### config.mk
export PLATFORM = sky130hd
export DESIGN_NAME = jump_target_unit
export DESIGN_NICKNAME = d
export VERILOG_FILES = /design/src/rtl/jump_pkg.sv /design/src/rtl/jump_target_unit_ras_stack.sv /design/src/rtl/jump_target_unit.sv
export SDC_FILE = /design/constraint.sdc
export NUM_CORES = 1
export LEC_CHECK = 0
export CAP_MARGIN = 20
export CORE_UTILIZATION = 35
export CTS_BUF_LIST = sky130_fd_sc_hd__clkbuf_8
export DETAILED_ROUTE_END_ITERATION = 7
export GPL_ROUTABILITY_DRIVEN = 1
export SYNTH_ARGS = -nofsm -noshare
export SYNTH_HDL_FRONTEND = slang
export SYNTH_SLANG_ARGS = --single-unit
export TNS_END_PERCENT = 1
### constraint.sdc
create_clock -name clk -period 8.3 [get_ports clk]
set_input_delay 1.66 -clock clk [delete_from_list [all_inputs] [get_ports clk]]
set_output_delay 1.66 -clock clk [all_outputs]
set_load 0.005 [all_outputs]
### src/rtl/jump_pkg.sv
// Shared kind encodings and link helper for the jump target unit.
// Imported by the top level and the return-address stack.
package jump_pkg;

    localparam int KIND_W = 3;

    localparam logic [KIND_W-1:0] KIND_J    = 3'd0;
    localparam logic [KIND_W-1:0] KIND_JAL  = 3'd1;
    localparam logic [KIND_W-1:0] KIND_JR   = 3'd2;
    localparam logic [KIND_W-1:0] KIND_JALR = 3'd3;
    localparam logic [KIND_W-1:0] KIND_BR   = 3'd4;

    // Return address skips the delay slot when one exists.
    function automatic int unsigned link_offset(input int unsigned delay_slot);
        return (delay_slot != 0) ? 32'd8 : 32'd4;
    endfunction

endpackage

### src/rtl/jump_target_unit_ras_stack.sv
// Circular return-address stack: push/pop in, top/empty/full and sticky ovf/unf out.
// Push when full overwrites the oldest entry; pop when empty only raises unf.
module ras_stack #(
    parameter int DEPTH = 4,
    parameter int W     = 32
) (
    input  logic         clk,
    input  logic         rst_n,
    input  logic         push,
    input  logic         pop,
    input  logic [W-1:0] data,
    output logic [W-1:0] top,
    output logic         empty,
    output logic         full,
    output logic         ovf,
    output logic         unf
);

    localparam int PW = $clog2(DEPTH);

    logic [W-1:0]  mem_q [DEPTH];
    logic [PW-1:0] ptr_q, ptr_d;
    logic [PW:0]   cnt_q, cnt_d;
    logic          ovf_q, ovf_d;
    logic          unf_q, unf_d;

    // ptr_q is the next free slot; the newest entry sits just below it.
    assign top   = mem_q[ptr_q - PW'(1)];
    assign empty = (cnt_q == '0);
    assign full  = (cnt_q == (PW+1)'(DEPTH));
    assign ovf   = ovf_q;
    assign unf   = unf_q;

    always_comb begin
        ptr_d = ptr_q;
        cnt_d = cnt_q;
        ovf_d = ovf_q;
        unf_d = unf_q;
        if (push) begin
            ptr_d = ptr_q + PW'(1);
            if (full) begin
                ovf_d = 1'b1;
            end else begin
                cnt_d = cnt_q + (PW+1)'(1);
            end
        end else if (pop) begin
            if (empty) begin
                unf_d = 1'b1;
            end else begin
                ptr_d = ptr_q - PW'(1);
                cnt_d = cnt_q - (PW+1)'(1);
            end
        end
    end

    always_ff @(posedge clk) begin
        if (!rst_n) begin
            ptr_q <= '0;
            cnt_q <= '0;
            ovf_q <= 1'b0;
            unf_q <= 1'b0;
        end else begin
            ptr_q <= ptr_d;
            cnt_q <= cnt_d;
            ovf_q <= ovf_d;
            unf_q <= unf_d;
        end
    end

    always_ff @(posedge clk) begin
        if (rst_n && push) begin
            mem_q[ptr_q] <= data;
        end
    end

endmodule

### src/rtl/jump_target_unit.sv
// Resolves J/JAL/JR/JALR/BR targets and link addresses, predicts JR via a RAS,
// and presents the result through one registered valid/ready output stage.
module jump_target_unit
    import jump_pkg::*;
#(
    parameter int ADDR_W      = 32,
    parameter int INSTR_IDX_W = 26,
    parameter int IMM_W       = 16,
    parameter int RAS_DEPTH   = 4,
    parameter int DELAY_SLOT  = 1
) (
    input  logic                   clk,
    input  logic                   rst_n,
    input  logic                   flush,
    input  logic                   in_valid,
    output logic                   in_ready,
    input  logic [KIND_W-1:0]      in_kind,
    input  logic [ADDR_W-1:0]      in_pc,
    input  logic [INSTR_IDX_W-1:0] in_index,
    input  logic [IMM_W-1:0]       in_imm,
    input  logic [ADDR_W-1:0]      in_rs_val,
    output logic                   out_valid,
    input  logic                   out_ready,
    output logic [KIND_W-1:0]      out_kind,
    output logic [ADDR_W-1:0]      out_target,
    output logic [ADDR_W-1:0]      out_link,
    output logic [ADDR_W-1:0]      out_pred,
    output logic                   out_pred_hit,
    output logic                   out_misalign,
    output logic                   ras_overflow,
    output logic                   ras_underflow
);

    // Bits of the target replaced by {index, 2'b00} for J-type jumps.
    localparam logic [ADDR_W-1:0] IDX_MASK =
        ADDR_W'({(INSTR_IDX_W+2){1'b1}});
    localparam logic [ADDR_W-1:0] LINK_OFS =
        ADDR_W'(link_offset(DELAY_SLOT));

    logic                is_j, is_jal, is_jr, is_jalr, is_br;
    logic                accept;
    logic [ADDR_W-1:0]   p4, boff, jtgt;
    logic [ADDR_W-1:0]   ras_top;
    logic                ras_empty, ras_full;
    logic                unused_ras_full;

    logic                valid_q, valid_d;
    logic [KIND_W-1:0]   kind_q;
    logic [ADDR_W-1:0]   tgt_q, tgt_d;
    logic [ADDR_W-1:0]   link_q, link_d;
    logic [ADDR_W-1:0]   pred_q, pred_d;
    logic                hit_q, hit_d;
    logic                mis_q, mis_d;

    assign is_j    = (in_kind == KIND_J);
    assign is_jal  = (in_kind == KIND_JAL);
    assign is_jr   = (in_kind == KIND_JR);
    assign is_jalr = (in_kind == KIND_JALR);
    assign is_br   = (in_kind == KIND_BR);

    assign in_ready = !valid_q || out_ready;
    assign accept   = in_valid && in_ready && !flush;

    assign p4   = in_pc + ADDR_W'(4);
    assign boff = ADDR_W'($signed(in_imm)) << 2;
    assign jtgt = (p4 & ~IDX_MASK) | (ADDR_W'(in_index) << 2);

    assign unused_ras_full = ras_full;

    ras_stack #(
        .DEPTH (RAS_DEPTH),
        .W     (ADDR_W)
    ) u_ras (
        .clk   (clk),
        .rst_n (rst_n),
        .push  (accept && (is_jal || is_jalr)),
        .pop   (accept && is_jr),
        .data  (link_d),
        .top   (ras_top),
        .empty (ras_empty),
        .full  (ras_full),
        .ovf   (ras_overflow),
        .unf   (ras_underflow)
    );

    always_comb begin
        tgt_d  = p4;
        link_d = '0;
        pred_d = '0;
        hit_d  = 1'b0;
        mis_d  = 1'b0;
        unique case (1'b1)
            is_j, is_jal:   tgt_d = jtgt;
            is_jr, is_jalr: tgt_d = in_rs_val;
            is_br:          tgt_d = p4 + boff;
            default:        tgt_d = p4;
        endcase
        if (is_jal || is_jalr) begin
            link_d = in_pc + LINK_OFS;
        end
        if (is_jr || is_jalr) begin
            mis_d = (in_rs_val[1:0] != 2'b00);
        end
        if (is_jr && !ras_empty) begin
            pred_d = ras_top;
            hit_d  = (ras_top == in_rs_val);
        end
    end

    always_comb begin
        valid_d = valid_q;
        if (flush) begin
            valid_d = 1'b0;
        end else if (accept) begin
            valid_d = 1'b1;
        end else if (out_ready) begin
            valid_d = 1'b0;
        end
    end

    always_ff @(posedge clk) begin
        if (!rst_n) begin
            valid_q <= 1'b0;
            kind_q  <= '0;
            tgt_q   <= '0;
            link_q  <= '0;
            pred_q  <= '0;
            hit_q   <= 1'b0;
            mis_q   <= 1'b0;
        end else begin
            valid_q <= valid_d;
            if (accept) begin
                kind_q <= in_kind;
                tgt_q  <= tgt_d;
                link_q <= link_d;
                pred_q <= pred_d;
                hit_q  <= hit_d;
                mis_q  <= mis_d;
            end
        end
    end

    assign out_valid    = valid_q;
    assign out_kind     = kind_q;
    assign out_target   = tgt_q;
    assign out_link     = link_q;
    assign out_pred     = pred_q;
    assign out_pred_hit = hit_q;
    assign out_misalign = mis_q;

endmodule

* Word level (Yosys, flattened, before mapping)
Memory sizes are Yosys's and may differ from the RTL's.
Cells that the tools add are included.
** Storage, ports and cells
- Memory bits (writable) :: 128
- Logic and storage cells :: 70
- Register bits :: 109
- Memories kept :: 1
** Operators by class
- $add $sub $neg :: 7
- Multiplexer cells :: 16
- Reduce and logical (&&, ||, !) cells :: 24
- Equality and inequality tests :: 8
- Bitwise logic cells :: 3
** Memories
- u_ras.mem_q :: depth 4, width 32, rd ports 1, clocked after memory_dff 0, write ports 1, line jump_target_unit_ras_stack.sv:21 : logic [W-1:0] mem_q [DEPTH];
** Operators with widths (count)
- 32-bit case mux with 3 select lines :: 1
- 32-bit two-way mux :: 2
- 32-bit by 3-bit adder with 32-bit output (second input constant) :: 1
- 32-bit adder :: 1
- 32-bit by 4-bit adder with 32-bit output (second input constant) :: 1
- 32-bit == test :: 1
- 32-bit by 28-bit bitwise OR with 32-bit output :: 1
- 3-bit two-way mux :: 4
- 3-bit by 2-bit == test with 1-bit output (second input constant) :: 2
- 3-bit == test (second input constant) :: 2
- 1-bit logical AND :: 6
- 3-bit zero test :: 2
- 1-bit two-way mux :: 6
- 2-bit two-way mux :: 3
- 3-bit AND reduction :: 2
- 2-bit nonzero test :: 3
- 2-bit OR reduction :: 3
- 2-bit AND reduction :: 2
- 3-bit by 1-bit adder with 3-bit output (second input constant) :: 1
- 3-bit by 1-bit == test with 1-bit output (second input constant) :: 1
- 1-bit zero test :: 3
- 1-bit logical OR :: 3
- 3-bit by 1-bit subtractor with 3-bit output (second input constant) :: 1
- 2-bit by 1-bit adder with 2-bit output (second input constant) :: 1
- 4 further kinds :: 5

* Logic depth before layout (Yosys ltp)
Gate-level depths: netlist (run 1).
- Depth in word-level cells :: 8
- Mapped depth :: 17
- Depth with buffers taken out :: 16

* Hierarchy
From an unflattened synthesis (run 1), not the netlist that was laid out.
** Unflattened totals
- Cell total of the unflattened synthesis :: 1182
- Area, all modules :: 12540.8 sq um
** By module, submodules not included
- jump_target_unit :: instances 1, cells each 958, sequential area each 2042.0 sq um, area an instance 7447.1 sq um
- ras_stack :: instances 1, cells each 224, sequential area each 3983.8 sq um, area an instance 5093.6 sq um

* Worst setup path after synthesis (run 1)
OpenSTA, ideal clock, no wires.
- Path kind :: input port to flip-flop
- From :: input port in_pc[3]
- To :: register tgt_q[29] (netlist: out_target[29])
- Data arrival time :: 4.858 ns
- Setup slack :: 3.368 ns
- Buffers on the path :: 0
- Setup time :: 0.074 ns
- Data required time :: 8.226 ns
- Stages :: 16
- Path through :: ha_1 > and3_2 > and3_1 > and3_1 > nand2_1 > xnor2_1 > ha_1 > and3_4 > nor2b_1 > o21ai_2 > o21ai_2 > or3b_1 > a41oi_2 > o21ai_2 > or4_1 > a31oi_1
** Between the ends
- Cells in the longest elaborated chain, start to end :: 3
** Ends and longest elaborated chain
- start: declaration :: line jump_target_unit.sv:18 : input logic [ADDR_W-1:0] in_pc,
- 32-bit by 3-bit adder with 32-bit output (*) :: line jump_target_unit.sv:64 : assign p4 = in_pc + ADDR_W'(4);
- 32-bit adder / 32-bit by 28-bit bitwise OR with 32-bit output (equally long branches) :: line jump_target_unit.sv:95, jump_target_unit.sv:66
- 32-bit case mux with 3 select lines (*) :: line jump_target_unit.sv:92 : unique case (1'b1)
- end signal: assignment :: line jump_target_unit.sv:134 : tgt_q <= tgt_d;
- end: declaration :: line jump_target_unit.sv:49 : logic [ADDR_W-1:0] tgt_q, tgt_d;
Mark *: on every way between the ends. The rest lies on a longest branch, timed or not.
A chain may end at the register's enable or synchronous reset.

* Final worst setup path (run 1)
- From :: input port in_pc[2]
- To :: register tgt_q[29] (netlist: out_target[29])
Same word-level chain as after synthesis.

==> metrics.md, run 1 <==
| Metric | Value |
|---|---|
| Status | `finished clean` |
| Peak supply drop | `112 uV` |
| Least-Margin Pin Slew | `1030 ps` |
| Chip height | `191 um` |
| I/O pin count | `219` |
| CP Max Fanout | `9` |
| Post-route DRC violation count | `0` |
| Met3 WL | `3.44 mm` |
| Row count | `68` |
| GRT Residual Overflow | `0` |
| Crit share post-route | `66.8%` |
| Mapped cell area | `0.0125 mm^2` |
| H-tree depth | `2` |
| Synth warn | `0` |
| Die Wd | `191 um` |
| Setup CP Type | `input port to flip-flop` |
| Fin. max-slew vios | `0` |
| CP required | `8790 ps` |
| Synth Register Bits | `237` |
| Top routing layer in use | `met4` |
| Dpl cells | `1804` |
| Main synth FF type | `edfxtp_1` |
| Cell leakage power | `5.51 nW` |
| Sequential share of the synthesized area | `48.3%` |
| Num CTS Buffers | `43` |
| Routed WL | `43.6 mm` |
| Worst Skew | `30.0 ps` |
| PostCTS Resize Cnt | `0` |
| Critical Path End Type | `flip-flop` |
| Die ar. | `0.0364 mm^2` |
| Antenna cells | `0` |
| IO buf count | `218` |
| First-pass GRT wire length | `64.2 mm` |
| Max-capacitance violation count | `0` |
| GP Congestion | `0.915` |
| Most common cell after layout, fill and taps aside | `clkdlybuf4s50_1` |
| GRT Overall Usage | `23.9%` |
| Core Area | `0.0348 mm^2` |
| EDFF count, synth | `128` |
| Via/cell ratio | `5.47` |
| CTS Hold Bufs | `0` |
| P&R area growth vs syn | `27.6%` |
| Clk root buf | `clkbuf_8` |
| Avg Cell Area, Syn | `10.5 um^2` |
| Fmax | `0.180 GHz` |
| Worst-Skew Late Latency | `560 ps` |
| Antenna violations before repair | `0` |
| Final Hold Fails | `0` |
| Largest net degree at the start of global routing | `58` |
| Share of layout cells above drive strength 1 | `9.66%` |
| CTS tree | `built` |
| Clock Path Buffers | `3` |
| Ys async rst share | `0%` |
| Hold_ws | `445 ps` |
| Worst min path class | `flip-flop to flip-flop` |
| Post-CTS setup buffer count | `0` |
| Fin crit period | `5540 ps` |
| Routed length on met1 | `18.9 mm` |
| Initial Util | `35.8%` |
| Commonest non-fill, non-tap cells in the layout | `clkdlybuf4s50_1 (216), nand2_1 (141), edfxtp_1 (128)` |
| Via count | `10292` |
| Syn nets | `1345` |
| R2R setup slack | `4460 ps` |
| Clk sinks | `237` |
| Remaining antenna violation count | `0` |
| Vias in the first global route | `9986` |
| Post-Syn Instances | `1190` |
| RSZ-0062 raised after global routing | `false` |
| Drt pass-1 iters | `5` |
| Setup-failing EPs final | `0` |
| DR iter-0 viols | `875` |
| Fin cells | `1883` |
| Clk pin slew, worst setup/hold paths | `60 ps` |
| Fin nets | `1549` |
| Relative slew slack | `31.0%` |
| Crit path DAT | `6030 ps` |
| Pwr dens | `176 mW/mm^2` |
| Setup_tns | `0 ps` |
| Met2 Wirelength | `19.8 mm` |
| HPWL Detailed | `31.8 mm` |
| CP Launch Type | `input port` |
| Placed cell area | `0.0151 mm^2` |
| WL per Instance | `23.2 um` |
| Synth cell types | `77` |
| Final instance area | `0.0159 mm^2` |
[final timing paths]
kind                  startpoint             end  cells after the start
setup reg to reg  u_ras.ptr_q[0]    out_pred_hit                     10
hold / removal    out_target[16]  out_target[16]                      2
setup / recovery        in_pc[2]  out_target[29]                     14
hold reg to reg   out_target[16]  out_target[16]                      2
[sequential cells by signal (all words and copies together), names as in the netlist, 2 cells and up]
register	count
out_pred	32
u_ras.mem_q	128
u_ras.cnt_q	3
u_ras.ptr_q	2
out_target	32
out_kind	3
out_link	32
[synth_stat cells (11+ instances only)]
master | instances | share of area [%]
nand2_1 | 141 | 4.2
edfxtp_1 | 128 | 31
dfxtp_1 | 109 | 17
nor2_1 | 94 | 2.8
xnor2_1 | 67 | 4.7
clkbuf_1 | 63 | 1.9
o21ai_0 | 50 | 2.0
nor2b_1 | 48 | 2.4
xor2_1 | 43 | 3.0
a21oi_1 | 39 | 1.6
ha_1 | 39 | 3.9
a22oi_1 | 35 | 2.1
mux4_2 | 32 | 5.8
a21boi_0 | 27 | 1.6
nand3_1 | 24 | 0.96
a21o_1 | 19 | 1.1
nand4_1 | 19 | 0.95
nor3_1 | 13 | 0.52
a21boi_1 | 12 | 0.72
and3_1 | 11 | 0.55
[per-layer routing]
metal / global-route usage, % / up-vias
li1: - / 4776
met1: 32.7 / 5004
met2: 37.5 / 426
met3: 4.67 / 86
met4: 8.46 / 0
met5: 0 / -
[worst max-delay path, cell delays in order]
cell,delay [ps]
clkdlybuf4s50_1,700
ha_1,300
and4_1,410
nand2_1,190
nor2_1,140
xor2_1,280
ha_1,330
and2_1,220
a221oi_2,360
or3b_1,410
a41oi_2,260
o21ai_2,120
or4_1,510
a31oi_1,140
[where the power goes]
part	switching, mW	internal [mW]
combinational	0.254	0.198
sequential	0.00992	1.25
clock	0.503	0.583
total	0.767	2.03
[cells by family after synthesis]
| kind of cell | after synthesis | share of synthesized area, % |
|---|---|---|
| simple gates | 406 | 15.9 |
| compound gates | 273 | 15.0 |
| flops | 237 | 48.3 |
| xor+xnor | 110 | 7.73 |
| buf+inv | 86 | 2.64 |
| fa+ha+maj | 41 | 4.23 |
| mux | 37 | 6.20 |
[area by class of cell]
cell class	count	area, um^2
clock buffer	50	688
multi-input combinational	867	6140
sequential	237	6030
tap	455	569
fill	3298	18900
inverter	11	41.3
timing repair buffer	234	2290
clock inverter	29	153
[through the flow]
stage | setup WS [ps] | total power, mW | utilization (%)
finish | 2760 | 2.80 | 45.7
global route | 2530 | 2.91 | 45.7
global placement | 2300 | 1.73 | 43.3
floorplan | 3370 | 1.53 | -
CTS | 2800 | 2.82 | 45.7
detailed placement | 2240 | 1.73 | 43.3
Power figures use the tool's default switching activity.
==> run 2, diff against run 1 <==
==> constraint.sdc (replaced) <==
create_clock -name clk -period 5.31 [get_ports clk]
set_input_delay 1.062 -clock clk [delete_from_list [all_inputs] [get_ports clk]]
set_output_delay 1.062 -clock clk [all_outputs]
set_load 0.005 [all_outputs]
==> run 2 against run 1 <==
Sequential share of layout area fell by 0.61 points. Critical endpoint unchanged. Combinational power rose by 59%. Register-to-register slack got worse by 2500 ps. Clock-buffer cell count rose by 1. Largest power group unchanged. Core utilization rose by 0.74 points. Via count fell by 0.22%. Clock power rose by 65%. First-iteration DRC count fell by 21%. Highest routed layer is now met5. Global-route usage barely moved.
==> metrics.md, run 2 (synthesis results as in run 1) <==
| Metric | Value |
|---|---|
| Worst-Skew Late Latency | `550 ps (about the same)` |
| Final Hold Fails | `0 (unchanged)` |
| Switching share of power | `26.7% (-0.69 points)` |
| Placed cell area | `0.0153 mm^2 (+1.3%)` |
| CP Launch Type | `input port` |
| Peak supply drop | `182 uV (+63%)` |
| CP required | `5790 ps (-3000 ps)` |
| Final setup margin | `661 ps (-2100 ps)` |
| Setup CP Type | `input port to flip-flop` |
| Commonest non-fill, non-tap cells in the layout | `clkdlybuf4s50_1 (216), nand2_1 (141), edfxtp_1 (128)` |
| GRT Overall Usage | `23.9% (about the same)` |
| CTS tree | `built` |
| DR iter-0 viols | `687 (-21%)` |
| IO buf count | `218 (unchanged)` |
| Status | `finished clean` |
| Share of layout cells above drive strength 1 | `10.6% (+0.97 points)` |
| WL per Instance | `23.1 um (-0.10%)` |
| Critical Path End Type | `flip-flop` |
| GP Congestion | `0.897 (-1.9%)` |
| P_sw | `1.20 mW (+56%)` |
| First-pass GRT wire length | `64.2 mm (about the same)` |
| P&R area growth vs syn | `29.6%` |
| Largest net degree at the start of global routing | `56 (-3.4%)` |
| Fill cells | `3267 (-0.94%)` |
| Register share of total power | `43.9% (-1.2 points)` |
| PostCTS Resize Cnt | `0 (unchanged)` |
| Max-capacitance violation count | `0 (unchanged)` |
| Clk pin slew, worst setup/hold paths | `60 ps (about the same)` |
| Multi-input logic area | `0.00613 mm^2 (-0.16%)` |
| RSZ-0062 raised after global routing | `false` |
| Setup_tns | `0 ps (unchanged)` |
| Initial Util | `35.8% (unchanged)` |
| Clk root buf | `clkbuf_8` |
| CTS Hold Bufs | `0 (unchanged)` |
| HPWL Detailed | `32.7 mm (+2.9%)` |
| Chip height | `191 um (unchanged)` |
| Antenna violations before repair | `3 (+3)` |
| Combinational share of power | `16.0% (about the same)` |
| Cell leakage power | `5.63 nW (+2.1%)` |
| H-tree depth | `2 (unchanged)` |
| Crit path DAT | `5130 ps (-900 ps)` |
| Clk sinks | `237 (unchanged)` |
| Clock Path Buffers | `3 (unchanged)` |
| Hold_ws | `449 ps (+3.50 ps)` |
| Fin cells | `1905 (+1.2%)` |
| Num CTS Buffers | `42 (-2.3%)` |
| Via count | `10269 (-0.22%)` |
| Row count | `68 (unchanged)` |
| Vias in the first global route | `10087 (+1.0%)` |
| Core Area | `0.0348 mm^2 (unchanged)` |
| GRT Residual Overflow | `0 (unchanged)` |
| Place WS | `142 ps (-2090 ps)` |
| Pint | `3.29 mW (+62%)` |
| Relative slew slack | `35.3% (+4.3 points)` |
| Routed WL | `44.1 mm (+1.1%)` |
| Reg area | `0.00603 mm^2 (unchanged)` |
| I/O pin count | `219 (unchanged)` |
| Most common cell after layout, fill and taps aside | `clkdlybuf4s50_1` |
| Final instance area | `0.0162 mm^2 (+1.6%)` |
| Clk network pwr share | `40.2% (+1.4 points)` |
| Die Wd | `191 um (unchanged)` |
| Crit share post-route | `87.6%` |
| Worst Skew | `18.1 ps (-11.9 ps)` |
| Fin nets | `1569 (+1.3%)` |
| Via/cell ratio | `5.39 (-1.4%)` |
| Largest register FFs | `128 (unchanged)` |
| Remaining antenna violation count | `0 (unchanged)` |
| Post-CTS setup buffer count | `0 (unchanged)` |
| Setup-failing EPs final | `0 (unchanged)` |
| Least-Margin Pin Slew | `971 ps (-61.6 ps)` |
| Drt pass-1 iters | `5 (unchanged)` |
| Pwr dens | `278 mW/mm^2 (+58%)` |
| Fin crit period | `4650 ps` |
| Worst min path class | `flip-flop to flip-flop` |
| CP Max Fanout | `7 (-2)` |
| Die ar. | `0.0364 mm^2 (unchanged)` |
| Biggest register | `u_ras.mem_q` |
| Fmax | `0.215 GHz` |
| Post-route DRC violation count | `0 (unchanged)` |
| Dpl cells | `1825 (+1.2%)` |
| Fin. max-slew vios | `0 (unchanged)` |
run 2: path summary, 6_finish.rpt:
check	slack, ps	cells after the start	end	from
setup / recovery	660	15	out_target[29]	in_pc[5]
hold / removal	450	2	out_target[16]	out_target[16]
setup reg to reg	1940	8	out_pred_hit	u_ras.ptr_q[1]
hold reg to reg	450	2	out_target[16]	out_target[16]
run 2: critical path, stage by stage:
cell             delay [ps]
clkdlybuf4s50_1         600
and4_1                  290
and4_1                  290
buf_4                   190
nand3_1                 100
xnor2_1                 350
ha_1                    390
and3_1                  210
nand4_1                 110
o21ai_2                  90
or3b_1                  410
a41oi_2                 260
o21ai_2                 130
or4_1                   510
a31oi_1                 140
run 2: area by class of cell:
class	instances	share of cell area [%]
Multi-Input combinational cell	867	37.9
Sequential cell	237	37.3
Timing Repair Buffer	255	15.5
Clock buffer	51	4.34
Tap cell	455	3.52
Clock inverter	27	1.21
Inverter	11	0.255
Antenna cell	2	0.0310
run 2: power by group through the flow:
stage / Sequential [mW] / Clock (mW) / Combinational (mW)
after global placement: 2.01 / 0 / 0.714
after CTS: 1.97 / 1.86 / 0.716
after detailed placement: 2.01 / 0 / 0.711
after global routing: 1.97 / 1.93 / 0.770
after floorplan: 2.01 / 0 / 0.386
final: 1.97 / 1.80 / 0.718
run 2: metal layers:
metal / wire (um) / track usage [%] / part of all wire [%]
met5: 22 / 0 / 0.050
met4: 1400 / 7.85 / 3.2
met3: 3070 / 4.34 / 7.0
met2: 20100 / 38.1 / 46
met1: 19500 / 32.6 / 44
run 2: metrics by stage:
step / util, % / power [mW]
after floorplan: - / 2.39
after global placement: 43.9 / 2.72
after detailed placement: 43.9 / 2.72
after CTS: 46.4 / 4.54
after global routing: 46.4 / 4.67
final: 46.5 / 4.49
==> run 3, diff against run 2 <==
--- a/config.mk
+++ b/config.mk
@@ -6,10 +6,11 @@
 export NUM_CORES = 1
 export LEC_CHECK = 0
 export CAP_MARGIN = 20
-export CORE_UTILIZATION = 35
+export CORE_UTILIZATION = 40
 export CTS_BUF_LIST = sky130_fd_sc_hd__clkbuf_8
 export DETAILED_ROUTE_END_ITERATION = 7
-export GPL_ROUTABILITY_DRIVEN = 1
+export GPL_ROUTABILITY_DRIVEN = 0
+export RECOVER_POWER = 25
 export SYNTH_ARGS = -nofsm -noshare
 export SYNTH_HDL_FRONTEND = slang
 export SYNTH_SLANG_ARGS = --single-unit
==> run 3 against run 2 <==
The run now ends with capacitance limit, slew limit left. Design area decreased by 1.6%. Flip-flop and latch count is the same. Clock skew increased by 19 ps. Sequential power is essentially flat. Worst setup slack lost 48 ps. Worst hold slack got worse by 2.8 ps. Die area shrank 12%. Final cell count fell by 3.7%. Clock power down 7%. Core utilization is 5.4 points higher. Maximum frequency fell by 1.0%. Combinational power shrank 4.3%. Critical path type unchanged. Highest routed layer unchanged.
==> metrics.md, run 3 (synthesis results as in run 1) <==
| Metric | Value |
|---|---|
| Status | `complete, but fails checks` |
| Failing checks | `capacitance limit, slew limit` |
| Post-route DRC violation count | `0 (unchanged)` |
| RSZ-0062 raised after global routing | `false` |
| Met2 Resource Use GR | `39.9% (+1.8 points)` |
| CP Launch Type | `input port` |
| Core Area | `0.0307 mm^2 (-12%)` |
| Met3 usage | `4.80% (+0.45 points)` |
| Fin nets | `1560 (-0.57%)` |
| Num CTS Buffers | `42 (unchanged)` |
| R2R Path Start | `out_valid` |
| GRT Overall Usage | `25.5% (+1.6 points)` |
| Final instance area | `0.0159 mm^2 (-1.6%)` |
| Top Usage Layer GRT | `met2` |
| Final Hold Fails | `0 (unchanged)` |
| Chip height | `179 um (-6.4%)` |
| Worst min path class | `flip-flop to flip-flop` |
| Setup_tns | `0 ps (unchanged)` |
| Critical Path End Type | `flip-flop` |
| Max-capacitance violation count | `3 (+3)` |
| Critical path origin | `in_pc[4]` |
| Setup-failing EPs final | `0 (unchanged)` |
| PostCTS Resize Cnt | `0 (unchanged)` |
| P&R area growth vs syn | `27.5%` |
| Antenna cells | `0 (-2)` |
| Least-Margin Pin Slew | `2400 ps (+1430 ps)` |
| Hold Startpoint | `out_target[12]` |
| CTS tree | `built` |
| Via/cell ratio | `5.59 (+3.7%)` |
| I/O pin count | `219 (unchanged)` |
| CP Max Fanout | `5 (-2)` |
| Die ar. | `0.0319 mm^2 (-12%)` |
| Most common cell after layout, fill and taps aside | `nand2_1` |
| Die Wd | `179 um (-6.4%)` |
| WL per Instance | `22.2 um (-3.9%)` |
| Setup CP Type | `input port to flip-flop` |
| Clock Path Buffers | `3 (unchanged)` |
| CP required | `5780 ps (about the same)` |
| IO buf count | `218 (unchanged)` |
| Initial Util | `40.7% (+4.8 points)` |
| First-pass GRT wire length | `60.1 mm (-6.4%)` |
| Hold_ws | `446 ps (-2.75 ps)` |
| Place WS | `135 ps (-7.37 ps)` |
| Commonest non-fill, non-tap cells in the layout | `nand2_1 (141), clkdlybuf4s50_1 (133), edfxtp_1 (128)` |
| Remaining antenna violation count | `0 (unchanged)` |
| Worst Skew | `36.9 ps (+18.8 ps)` |
| Placed cell area | `0.0151 mm^2 (-1.2%)` |
| HPWL Detailed | `30.1 mm (-7.9%)` |
| Fin. max-slew vios | `126 (+126)` |
| Pwr dens | `273 mW/mm^2 (-1.9%)` |
| GRT Residual Overflow | `0 (unchanged)` |
| Row count | `64 (-5.9%)` |
| Clk pin slew, worst setup/hold paths | `60 ps (about the same)` |
| Cell leakage power | `5.82 nW (+3.3%)` |
| Final setup margin | `613 ps (-47.6 ps)` |
| Fmax | `0.213 GHz (-1.0%)` |
| Post-CTS setup buffer count | `0 (unchanged)` |
| H-tree depth | `2 (unchanged)` |
| Worst-Skew Late Latency | `570 ps (+20 ps)` |
| Largest net degree at the start of global routing | `51 (-8.9%)` |
| DR iter-0 viols | `863 (+26%)` |
| Vias in the first global route | `9943 (-1.4%)` |
| Antenna violations before repair | `4 (+1)` |
| Via count | `10258 (-0.11%)` |
| Crit path DAT | `5170 ps (+40 ps)` |
| Crit share post-route | `88.5% (+0.90 points)` |
| Drt pass-1 iters | `5 (unchanged)` |
| Fin crit period | `4700 ps (+47.6 ps)` |
| Clk sinks | `237 (unchanged)` |
| Clk root buf | `clkbuf_8` |
| Met1 GRT Util | `34.1% (+1.6 points)` |
| Share of layout cells above drive strength 1 | `10.0% (-0.63 points)` |
| Largest register FFs | `128 (unchanged)` |
| Biggest register | `u_ras.mem_q` |
| Routed WL | `40.8 mm (-7.4%)` |
| CTS Hold Bufs | `0 (unchanged)` |
| Peak supply drop | `162 uV (-11%)` |
| Relative slew slack | `-59.9% (-95 points)` |
| Final core utilization | `51.8% (+5.4 points)` |
==> run 3: layout make-up <==
cell class | instances | area [um^2]
multi-input combinational | 867 | 6130
inverter | 11 | 41.3
tap | 396 | 495
fill | 2817 | 14800
clock buffer | 48 | 661
sequential | 237 | 6030
timing repair buffer | 246 | 2380
clock inverter | 30 | 173
==> run 3: final timing paths <==
check / end / slack, ps / cells past startpoint
setup / recovery: out_target[29] / 610 / 17
hold reg to reg: out_target[12] / 450 / 2
hold / removal: out_target[12] / 450 / 2
setup reg to reg: out_pred[21] / 1450 / 8
==> run 3: power breakdown <==
group / leakage (nW) / total (mW) / switching (mW) / internal, mW
clock network: 0.482 / 1.68 / 0.792 / 0.887
registers: 2.05 / 1.97 / 0.0146 / 1.95
logic: 3.28 / 0.687 / 0.382 / 0.305
==> run 3: worst max-delay path: stages <==
cell             delay [ps]
clkdlybuf4s50_1         570
ha_1                    240
and3_2                  250
and3_1                  180
and3_1                  190
nand2_1                  70
xnor2_1                 250
ha_1                    340
and3_4                  220
nor2b_1                 130
o21ai_2                 130
o21ai_2                 110
or3b_1                  400
a41oi_2                 250
o21ai_2                 120
or4_1                   500
a31oi_1                 130
==> run 3: layer usage <==
layer / vias to the layer above / share of wire, %
li1: 4799 / -
met1: 4958 / 44
met2: 395 / 45
met3: 98 / 6.8
met4: 8 / 4.5
met5: - / 0.12
==> run 3: metrics by stage <==
stage                     std cells  power, mW
after global routing           1835       4.50
after floorplan                1190       2.39
after CTS                      1835       4.38
after detailed placement       1757       2.70
after global placement         1757       2.69
final                          1835       4.34
